$ cat src/rtl/clk_en_pkg.sv
// Shared types and helpers for the clock-enable generator.
//   state_e : top-level sequencing state (2 bits)
//   ch_w()  : channel-select width, never narrower than 1 bit
//   clamp() : min(phase, div), evaluated at CLAMP_W bits
package clk_en_pkg;

  typedef enum logic [1:0] {
    WAIT_LOCK = 2'd0,
    SETTLE    = 2'd1,
    RUN       = 2'd2
  } state_e;

  // Working width for clamp(); divider fields up to 32 bits are supported.
  localparam int unsigned CLAMP_W = 32;

  function automatic int unsigned ch_w(input int unsigned n);
    return (n > 1) ? 32'($clog2(n)) : 32'd1;
  endfunction

  // A phase beyond the period would never be reached, so it is pinned to div.
  function automatic logic [CLAMP_W-1:0] clamp(input logic [CLAMP_W-1:0] phase,
                                               input logic [CLAMP_W-1:0] div);
    return (phase > div) ? div : phase;
  endfunction

endpackage

$ cat src/rtl/clk_en_chan.sv
// One clock-enable channel: divider/phase/pending registers, down-counter
// and registered ce.
//   refclk, reset_n : clock, synchronous active-low reset
//   run             : top is in RUN this cycle (counter active)
//   ce_en           : ce may be asserted next cycle
//   load            : reload counter with min(phase, effective div)
//   wr_en/wr_div/wr_phase : accepted configuration write for this channel
//   ce              : one-cycle clock enable
module clk_en_chan
  import clk_en_pkg::*;
#(
  parameter int unsigned DIV_W    = 16,
  parameter int unsigned DIV_INIT = 0
) (
  input  logic             refclk,
  input  logic             reset_n,
  input  logic             run,
  input  logic             ce_en,
  input  logic             load,
  input  logic             wr_en,
  input  logic [DIV_W-1:0] wr_div,
  input  logic [DIV_W-1:0] wr_phase,
  output logic             ce
);

  logic [DIV_W-1:0] div_q, div_d;
  logic [DIV_W-1:0] pend_div_q, pend_div_d;
  logic             pend_q, pend_d;
  logic [DIV_W-1:0] phase_q, phase_d;
  logic [DIV_W-1:0] cnt_q, cnt_d;
  logic             ce_q, ce_d;
  logic [DIV_W-1:0] div_eff;
  logic [DIV_W-1:0] phase_sel;

  // Divider to use at the next boundary: a pending value wins over active.
  assign div_eff   = pend_q ? pend_div_q : div_q;
  // A write landing with a load is seen by the load.
  assign phase_sel = wr_en ? wr_phase : phase_q;

  // Counter, divider handover and config capture.
  always_comb begin
    div_d      = div_q;
    pend_div_d = pend_div_q;
    pend_d     = pend_q;
    phase_d    = phase_q;
    cnt_d      = cnt_q;

    if (load) begin
      div_d  = div_eff;
      pend_d = 1'b0;
      cnt_d  = DIV_W'(clamp(CLAMP_W'(phase_sel), CLAMP_W'(div_eff)));
    end else if (run) begin
      if (cnt_q == '0) begin
        // Period boundary: the only point a new divider may take effect.
        div_d  = div_eff;
        pend_d = 1'b0;
        cnt_d  = div_eff;
      end else begin
        cnt_d = cnt_q - DIV_W'(1);
      end
    end else if (pend_q) begin
      div_d  = pend_div_q;
      pend_d = 1'b0;
    end

    // New write always ends up pending, overwriting any older pending value.
    if (wr_en) begin
      phase_d    = wr_phase;
      pend_div_d = wr_div;
      pend_d     = 1'b1;
    end

    // ce is high exactly in the cycles where the counter sits at zero.
    ce_d = ce_en && (cnt_d == '0);
  end

  always_ff @(posedge refclk) begin
    if (!reset_n) begin
      div_q      <= DIV_W'(DIV_INIT);
      pend_div_q <= '0;
      pend_q     <= 1'b0;
      phase_q    <= '0;
      cnt_q      <= '0;
      ce_q       <= 1'b0;
    end else begin
      div_q      <= div_d;
      pend_div_q <= pend_div_d;
      pend_q     <= pend_d;
      phase_q    <= phase_d;
      cnt_q      <= cnt_d;
      ce_q       <= ce_d;
    end
  end

  assign ce = ce_q;

endmodule

$ cat src/rtl/clk_en_gen.sv
// Multi-channel clock-enable generator: waits for PLL lock, holds a settle
// window, then runs NUM_CH phase-aligned programmable enables.
//   refclk, reset_n        : PLL output clock, synchronous active-low reset
//   pll_locked             : asynchronous lock, synchronised here
//   resync                 : realign all channels to their programmed phases
//   cfg_valid/ready/chan/div/phase : channel configuration write port
//   ce                     : per-channel one-cycle enables
//   running                : high while in RUN
module clk_en_gen
  import clk_en_pkg::*;
#(
  parameter  int unsigned NUM_CH     = 4,
  parameter  int unsigned DIV_W      = 16,
  parameter  int unsigned SETTLE_CYC = 1024,
  parameter  int unsigned DIV_INIT   = 0,
  localparam int unsigned CH_W       = ch_w(NUM_CH)
) (
  input  logic              refclk,
  input  logic              reset_n,
  input  logic              pll_locked,
  input  logic              resync,
  input  logic              cfg_valid,
  output logic              cfg_ready,
  input  logic [CH_W-1:0]   cfg_chan,
  input  logic [DIV_W-1:0]  cfg_div,
  input  logic [DIV_W-1:0]  cfg_phase,
  output logic [NUM_CH-1:0] ce,
  output logic              running
);

  localparam int unsigned SET_W = (SETTLE_CYC > 1) ? $clog2(SETTLE_CYC) : 1;

  state_e           state_q, state_d;
  logic             lock_meta_q, lock_meta_d;
  logic             lock_sync_q, lock_sync_d;
  logic [SET_W-1:0] settle_q, settle_d;
  logic             resync_q, resync_d;
  logic             running_q, running_d;
  logic             cfg_ready_q, cfg_ready_d;
  logic             load_c;
  logic             ce_en_c;
  logic             run_c;
  logic [NUM_CH-1:0] wr_en_c;

  // State register.
  always_ff @(posedge refclk) begin
    if (!reset_n) state_q <= WAIT_LOCK;
    else          state_q <= state_d;
  end

  // Next-state logic.
  always_comb begin
    state_d = state_q;
    case (state_q)
      WAIT_LOCK: if (lock_sync_q) state_d = SETTLE;
      SETTLE: begin
        if (!lock_sync_q)                               state_d = WAIT_LOCK;
        else if (settle_q == SET_W'(SETTLE_CYC - 1)) state_d = RUN;
      end
      RUN:       if (!lock_sync_q) state_d = WAIT_LOCK;
      default:   state_d = WAIT_LOCK;
    endcase
  end

  // FSM outputs and sequencing controls.
  always_comb begin
    settle_d    = '0;
    running_d   = (state_d == RUN);
    run_c       = (state_q == RUN);
    lock_meta_d = pll_locked;
    lock_sync_d = lock_meta_q;
    cfg_ready_d = 1'b1;
    if ((state_q == SETTLE) && (state_d == SETTLE)) settle_d = settle_q + SET_W'(1);
    // Resync is only honoured while RUN continues; it blanks ce for a cycle
    // and the counters reload on the cycle after.
    resync_d = resync && (state_q == RUN) && (state_d == RUN);
    load_c   = (state_d == RUN) && ((state_q == SETTLE) || resync_q);
    ce_en_c  = (state_d == RUN) && !resync_d;
  end

  // Config decode; out-of-range channels match nothing and are dropped.
  always_comb begin
    wr_en_c = '0;
    for (int i = 0; i < int'(NUM_CH); i++) begin
      wr_en_c[i] = cfg_valid && cfg_ready_q && (cfg_chan == CH_W'(i));
    end
  end

  always_ff @(posedge refclk) begin
    if (!reset_n) begin
      lock_meta_q <= 1'b0;
      lock_sync_q <= 1'b0;
      settle_q    <= '0;
      resync_q    <= 1'b0;
      running_q   <= 1'b0;
      cfg_ready_q <= 1'b0;
    end else begin
      lock_meta_q <= lock_meta_d;
      lock_sync_q <= lock_sync_d;
      settle_q    <= settle_d;
      resync_q    <= resync_d;
      running_q   <= running_d;
      cfg_ready_q <= cfg_ready_d;
    end
  end

  for (genvar g = 0; g < int'(NUM_CH); g++) begin : g_chan
    clk_en_chan #(
      .DIV_W    (DIV_W),
      .DIV_INIT (DIV_INIT)
    ) u_chan (
      .refclk   (refclk),
      .reset_n  (reset_n),
      .run      (run_c),
      .ce_en    (ce_en_c),
      .load     (load_c),
      .wr_en    (wr_en_c[g]),
      .wr_div   (cfg_div),
      .wr_phase (cfg_phase),
      .ce       (ce[g])
    );
  end

  assign running   = running_q;
  assign cfg_ready = cfg_ready_q;

endmodule
$ cat config.mk
export PLATFORM = sky130hd
export DESIGN_NAME = clk_en_gen
export DESIGN_NICKNAME = d
export VERILOG_FILES = /design/src/rtl/clk_en_pkg.sv /design/src/rtl/clk_en_chan.sv /design/src/rtl/clk_en_gen.sv
export SDC_FILE = /design/constraint.sdc
export NUM_CORES = 1
export LEC_CHECK = 0
export CAP_MARGIN = 20
export CORE_MARGIN = 4
export CORE_UTILIZATION = 60
export CTS_CLUSTER_DIAMETER = 40
export CTS_CLUSTER_SIZE = 25
export DETAILED_ROUTE_END_ITERATION = 6
export HOLD_SLACK_MARGIN = 0.05
export PLACE_DENSITY = 0.78
export SLEW_MARGIN = 20
export SYNTH_ARGS = -nofsm -noshare
export SYNTH_HDL_FRONTEND = slang
export SYNTH_SLANG_ARGS = --single-unit
$ cat constraint.sdc
create_clock -name refclk -period 7.5 [get_ports refclk]
set_clock_uncertainty 0.05 [all_clocks]
set_input_delay 1.5 -clock refclk [delete_from_list [all_inputs] [get_ports refclk]]
set_output_delay 1.5 -clock refclk [all_outputs]
set_load 0.01 [all_outputs]
# Word level (Yosys, flattened, before mapping)
# Index checks and enable logic that the tools add are counted.
[op_classes] n_addsub=5 multipliers=0 div_mod_pow=0 n_lt_le_gt_ge=4 n_eq_ne=16 shift=0 mux=58 bitwise=0 n_reduce_logical=27
[ops] cell="$mux W16" count=36
[ops] cell="$logic_not A16 Y1" count=8
[ops] cell="$gt A16 B16 Y1" count=4
[ops] cell="$sub A16 B1 Y16 const B" count=4
[ops] cell="$mux W1" count=17
[ops] cell="$logic_and A1 B1 Y1" count=14
[ops] cell="$ne A4 B2 Y1 const B" count=3
[ops] cell="$add A10 B1 Y10 const B" count=1
[ops] cell="$eq A10 B10 Y1 const B" count=1
[ops] cell="$ne A3 B2 Y1 const B" count=3
[ops] cell="$eq A2 B2 Y1 const B" count=4
[ops] cell="$mux W2" count=4
[ops] cell="$eq A2 B1 Y1 const B" count=3
[ops] cell="$pmux W2 S3" count=1
[ops] cell="$logic_not A2 Y1" count=2
[ops] cell="$ne A4 B4 Y1 const B" count=1
[ops] cell="$ne A3 B3 Y1 const B" count=1
[ops] cell="$reduce_and A2 Y1" count=1
[ops] cell="$logic_not A1 Y1" count=1
[ops] cell="$logic_or A1 B1 Y1" count=1
[word_totals] regBits=281 latch_bits=0 ram_bits=0 mem_bits_ro=0 input_bits=39 out_inout_bits=6 wordCells=141 memories=0

# Longest topological paths before layout
[depth] depth_word=9 mapped_depth=18 ltp_nobuf=14

# Hierarchy
# Synthesis repeated with hierarchy kept, for this count alone.
[unflattened] cells_unflattened=1800 hier_area_um2=16131.7
[by_module_without_submodules] module="clk_en_chan at g_chan[0].u_chan ..." instances=3 cells_each=428 area_per_inst_um2=3873.7 seq_area_each_um2=1321.3
[by_module_without_submodules] module="clk_en_chan at g_chan[3].u_chan" instances=1 cells_each=435 area_per_inst_um2=3791.1 seq_area_each_um2=1321.3
[by_module_without_submodules] module="clk_en_gen" instances=1 cells_each=81 area_per_inst_um2=719.4 seq_area_each_um2=340.3

# Worst setup path before layout
# Ideal clock, no wire load.
[synth_timing] path_kind="input -> register" start="input cfg_chan[1]" end="register g_chan[1].u_chan.ce_q" setup_time_ps=88 t_arrival_ps=5501 t_required_ps=7362 path_slack_ps=1862 path_stages=18 path_buffers=5 path_cell_list="clkbuf_1 > nor2_1 > nand2_1 > clkbuf_1 > clkbuf_1 > mux2i_1 > inv_1 > ha_1 > nand4_1 > nor3_1 > a21boi_0 > o31a_1 > buf_1 > clkbuf_1 > nand3_1 > o311ai_0 > nand4_1 > nor4_2"
[synth_via] elab_chain_len=8
[synth_rtl] element="from (decl)" line="clk_en_gen.sv:24" source="input logic [CH_W-1:0] cfg_chan,"
[synth_rtl] element="$eq A2 B1 Y1 *" line="clk_en_gen.sv:85" source="wr_en_c[i] = cfg_valid && cfg_ready_q && (cfg_chan == CH_W'(i));"
[synth_rtl] element="$logic_and A1 B1 Y1 *" line="clk_en_gen.sv:85"
[synth_rtl] element="$mux W16 *" line="clk_en_chan.sv:38" source="assign phase_sel = wr_en ? wr_phase : phase_q;"
[synth_rtl] element="$gt A16 B16 Y1" line="clk_en_pkg.sv:23" source="return (phase > div) ? div : phase;"
[synth_rtl] element="$mux W16 *" line="clk_en_pkg.sv:23"
[synth_rtl] element="$mux W16 *" line="clk_en_chan.sv:48" source="if (load) begin"
[synth_rtl] element="$logic_not A16 Y1 *" line="clk_en_chan.sv:74" source="ce_d = ce_en && (cnt_d == '0);"
[synth_rtl] element="$logic_and A1 B1 Y1 *" line="clk_en_chan.sv:74"
[synth_rtl] element="to (signal assigned)" line="clk_en_chan.sv:84" source="ce_q <= 1'b0;"
[synth_rtl] element="to (signal assigned)" line="clk_en_chan.sv:91" source="ce_q <= ce_d;"
[synth_rtl] element="to (decl)" line="clk_en_chan.sv:31" source="logic ce_q, ce_d;"
# Every way passes the cells marked *; elsewhere a longest branch is shown, timed or not.
# A chain may end at the register's enable or synchronous reset.

# Final worst setup path
[layout_timing] start="input cfg_chan[0]" end="register g_chan[3].u_chan.ce_q"
[layout_via] elab_chain_len=8
[layout_rtl] element="$eq A2 B2 Y1 *" line="clk_en_gen.sv:85"
[layout_rtl] element="$logic_and A1 B1 Y1 *" line="clk_en_gen.sv:85"
[layout_rtl] element="$mux W16 *" line="clk_en_chan.sv:38"
[layout_rtl] element="$gt A16 B16 Y1" line="clk_en_pkg.sv:23"
[layout_rtl] element="$mux W16 *" line="clk_en_pkg.sv:23"
[layout_rtl] element="$mux W16 *" line="clk_en_chan.sv:48"
[layout_rtl] element="$logic_not A16 Y1 *" line="clk_en_chan.sv:74"
[layout_rtl] element="$logic_and A1 B1 Y1 *" line="clk_en_chan.sv:74"
[layout_rtl] element="to (signal assigned)" line="clk_en_chan.sv:84"
[layout_rtl] element="to (signal assigned)" line="clk_en_chan.sv:91"
[layout_rtl] element="to (decl)" line="clk_en_chan.sv:31"
# Marks and branches as above.

==> out/results.ini <==
[grt]
gr-total-overflow = 0
grt_pass1_vias = 13900
grt_pass1_wl_mm = 73.8
antenna_found_initial = 1
grt_usage_pct = 32.3
grt_max_degree = 88

[power_and_ir_drop]
power_mw = 3.80
ir_worst_vdd_v = 0.000246
pwr_density_cell_nw_per_um2 = 221
p_leak_nw = 7.28

[worst_setup_path]
required_ns = 7.88
cp_common_cell = nand4_1
arrival_ns = 6.61
worstPathMaxFanout = 18
crit_path_end_kind = flip-flop
path_cells = clkdlybuf4s50_1 > and4_1 > mux2i_1 > inv_1 > ha_1 > nand4_1 > or2_1 > a2111oi_0 > or4_1 > a21oi_1 > a222oi_1 > nand4_1 > nor4_1
slowest_stage = and4_1
worstSetupPathType = in -> reg
rr_startpoint = cfg_ready$_DFF_P_
max_stage_delay_ns = 0.84
startpoint_type = input pin
cp-startpoint = cfg_chan[0]

[synthesis]
synth_area_um2 = 15200
synthCells = 1880
syn_area_per_cell_um2 = 8.10
synth-async-reset-ratio_pct = 0
ys.warnings.count = 0
synth-edff-count = 0
synth_fp_nets = 1992
synth-seq-cells = 281
synthFlopType = dfxtp_1
ys_types = 80
ys_seq_area_share_pct = 37.0

[finish]
final_common_cell = dfxtp_1
area_growth_pct = 12.9
most-common-layout-cells = dfxtp_1 (281), nand2_1 (254), nor2_1 (211), a21oi_1 (155), mux2i_1 (129)
drive_gt1_share_pct = 6.51
num_antenna_cells = 0
fill_cells = 2042
num-nets-final = 1970

[detailed_routing]
avgViaCountPerCell = 6.59
wirelength_mm = 47.2
wl_per_cell_um = 21.3
drtAntennaViolNets = 0
first_pass_iters = 6
drc_errors = 0
drt_iter0_drc = 1747
dr_total_vias = 14600

[sta]
hold-worst-slack_ns = 0.399
period_minus_slack_ns = 6.23
slew_headroom_pct = 27.6
grt_setup_unrepaired = no
hold_viol = 0
worst_slew_pin_slew_ns = 1.08
finalCritPeriodShare_pct = 83.0
setup_viol = 0
slew_violations = 0
timing.fmax_ghz = 0.161
fin_tns_setup_ns = 0

[worst_hold_path]
hp-class = reg -> reg
worstHoldStart = settle_q[0]$_SDFF_PN0_

[clocking]
clk_pin_slew_ns = 0.06
postCtsHoldBufs = 0
htree_levels = 2
clock_latency_ns = 0.54
cts_buffers = 39
clock_sinks = 281
clockRootBuffer = clkbuf_16
cts_setup_buffers = 0
cts_resized = 0
tritoncts = built
cts_buffer_depth = 3

[floorplan]
boundaryPins = 45
core_um2 = 25000
fp.dieArea_um2 = 28000
row_count = 58
die_y_um = 167
die_w_um = 167
initial_core_util_pct = 60.8

[placed_design]
hpwl_mm = 32.4
io_buffer_count = 44
gp_congestion = 0.960

[job]
maxCapViolations = 0

[status]
status = finished, final reports clean

synth_stat cells, drive strengths merged (17+ instances only):
master  number  area [µm²]
a211oi      75         563
a21oi      155         776
a22oi       21         158
and2        34         213
buf         28         135
clkbuf      99         372
dfxtp      281        5630
ha          73         913
inv         72         270
mux2i      129        1290
nand2      255         957
nand3       38         190
nand4       31         194
nor2       212         812
nor3        42         215
nor4        29         209
o211ai      20         150
o21a        17         128
o21ai       50         250
power by group:
group          switching, mW  internal [mW]  total, mW  leakage (nW)
clock                  0.777           1.18       1.96         0.689
sequential           0.00985           1.51       1.52          2.27
combinational          0.209          0.112      0.321          4.32
routing by layer:
metal / up-vias / GRT usage [%] / wire length [µm]
li1: 6782 / - / -
met1: 6858 / 41.8 / 18400
met2: 791 / 51.0 / 21100
met3: 202 / 6.26 / 4820
met4: 0 / 18.0 / 2930
met5: - / 0 / 0
flip-flops by register name (all words and copies together), names as in the netlist, 2 cells and up:
signal,flops
g_chan.u_chan.pend_div_q,64
state_q,2
g_chan.u_chan.cnt_q,64
g_chan.u_chan.pend_q,4
g_chan.u_chan.phase_q,64
g_chan.u_chan.div_q,64
settle_q,10
g_chan.u_chan.ce,4
logic make-up after synthesis:
logic type	after synthesis	share of synthesized area, %
buffers and inverters	200	5.13
flip-flops	281	37.0
adder cells (fa/ha/maj)	73	6.00
AND/OR/NAND/NOR	715	21.9
XOR/XNOR	9	0.518
AO/OA/AOI/OAI	467	20.6
multiplexers	135	8.93
through the flow:
| step | util, % | worst slack [ns] | area (µm²) | cells |
|---|---|---|---|---|
| final | 68.6 | 1.27 | 17200 | 2219 |
| after CTS | 68.6 | 1.43 | 17200 | 2219 |
| after global placement | 63.0 | 1.02 | 15800 | 2147 |
| after detailed placement | 63.0 | 0.905 | 15800 | 2147 |
| after global routing | 68.6 | 0.910 | 17200 | 2219 |
| after floorplan | - | 1.86 | 15200 | 1880 |
final timing paths:
check                                                      end  slack [ns]  depth (start not counted)
worst min register to register          settle_q[0]$_SDFF_PN0_        0.40                          1
worst max register to register  g_chan[1].u_chan.ce$_SDFF_PN0_        2.40                         14
worst min-delay path                    settle_q[0]$_SDFF_PN0_        0.40                          1
worst max-delay path            g_chan[3].u_chan.ce$_SDFF_PN0_        1.27                         13
cell type report:
class	count	area (µm²)	share of cell area [%]
inverters	73	279	1.62
flip-flops and latches	281	5630	32.7
repair buffers	64	591	3.44
clock inverters	29	374	2.18
multi-input cells	1399	8860	51.6
clock buffers	43	1040	6.07
well taps	330	413	2.40
critical path: cells and delay by family:
kind	cells	cell delay, ns
and+or+nand+nor	6	2.39
AOI/OAI and AO/OA	3	1.30
muxes	1	0.40
buffers and inverters	2	0.70
adders and majority gates	1	0.29
(Power assumes the default switching activity.)
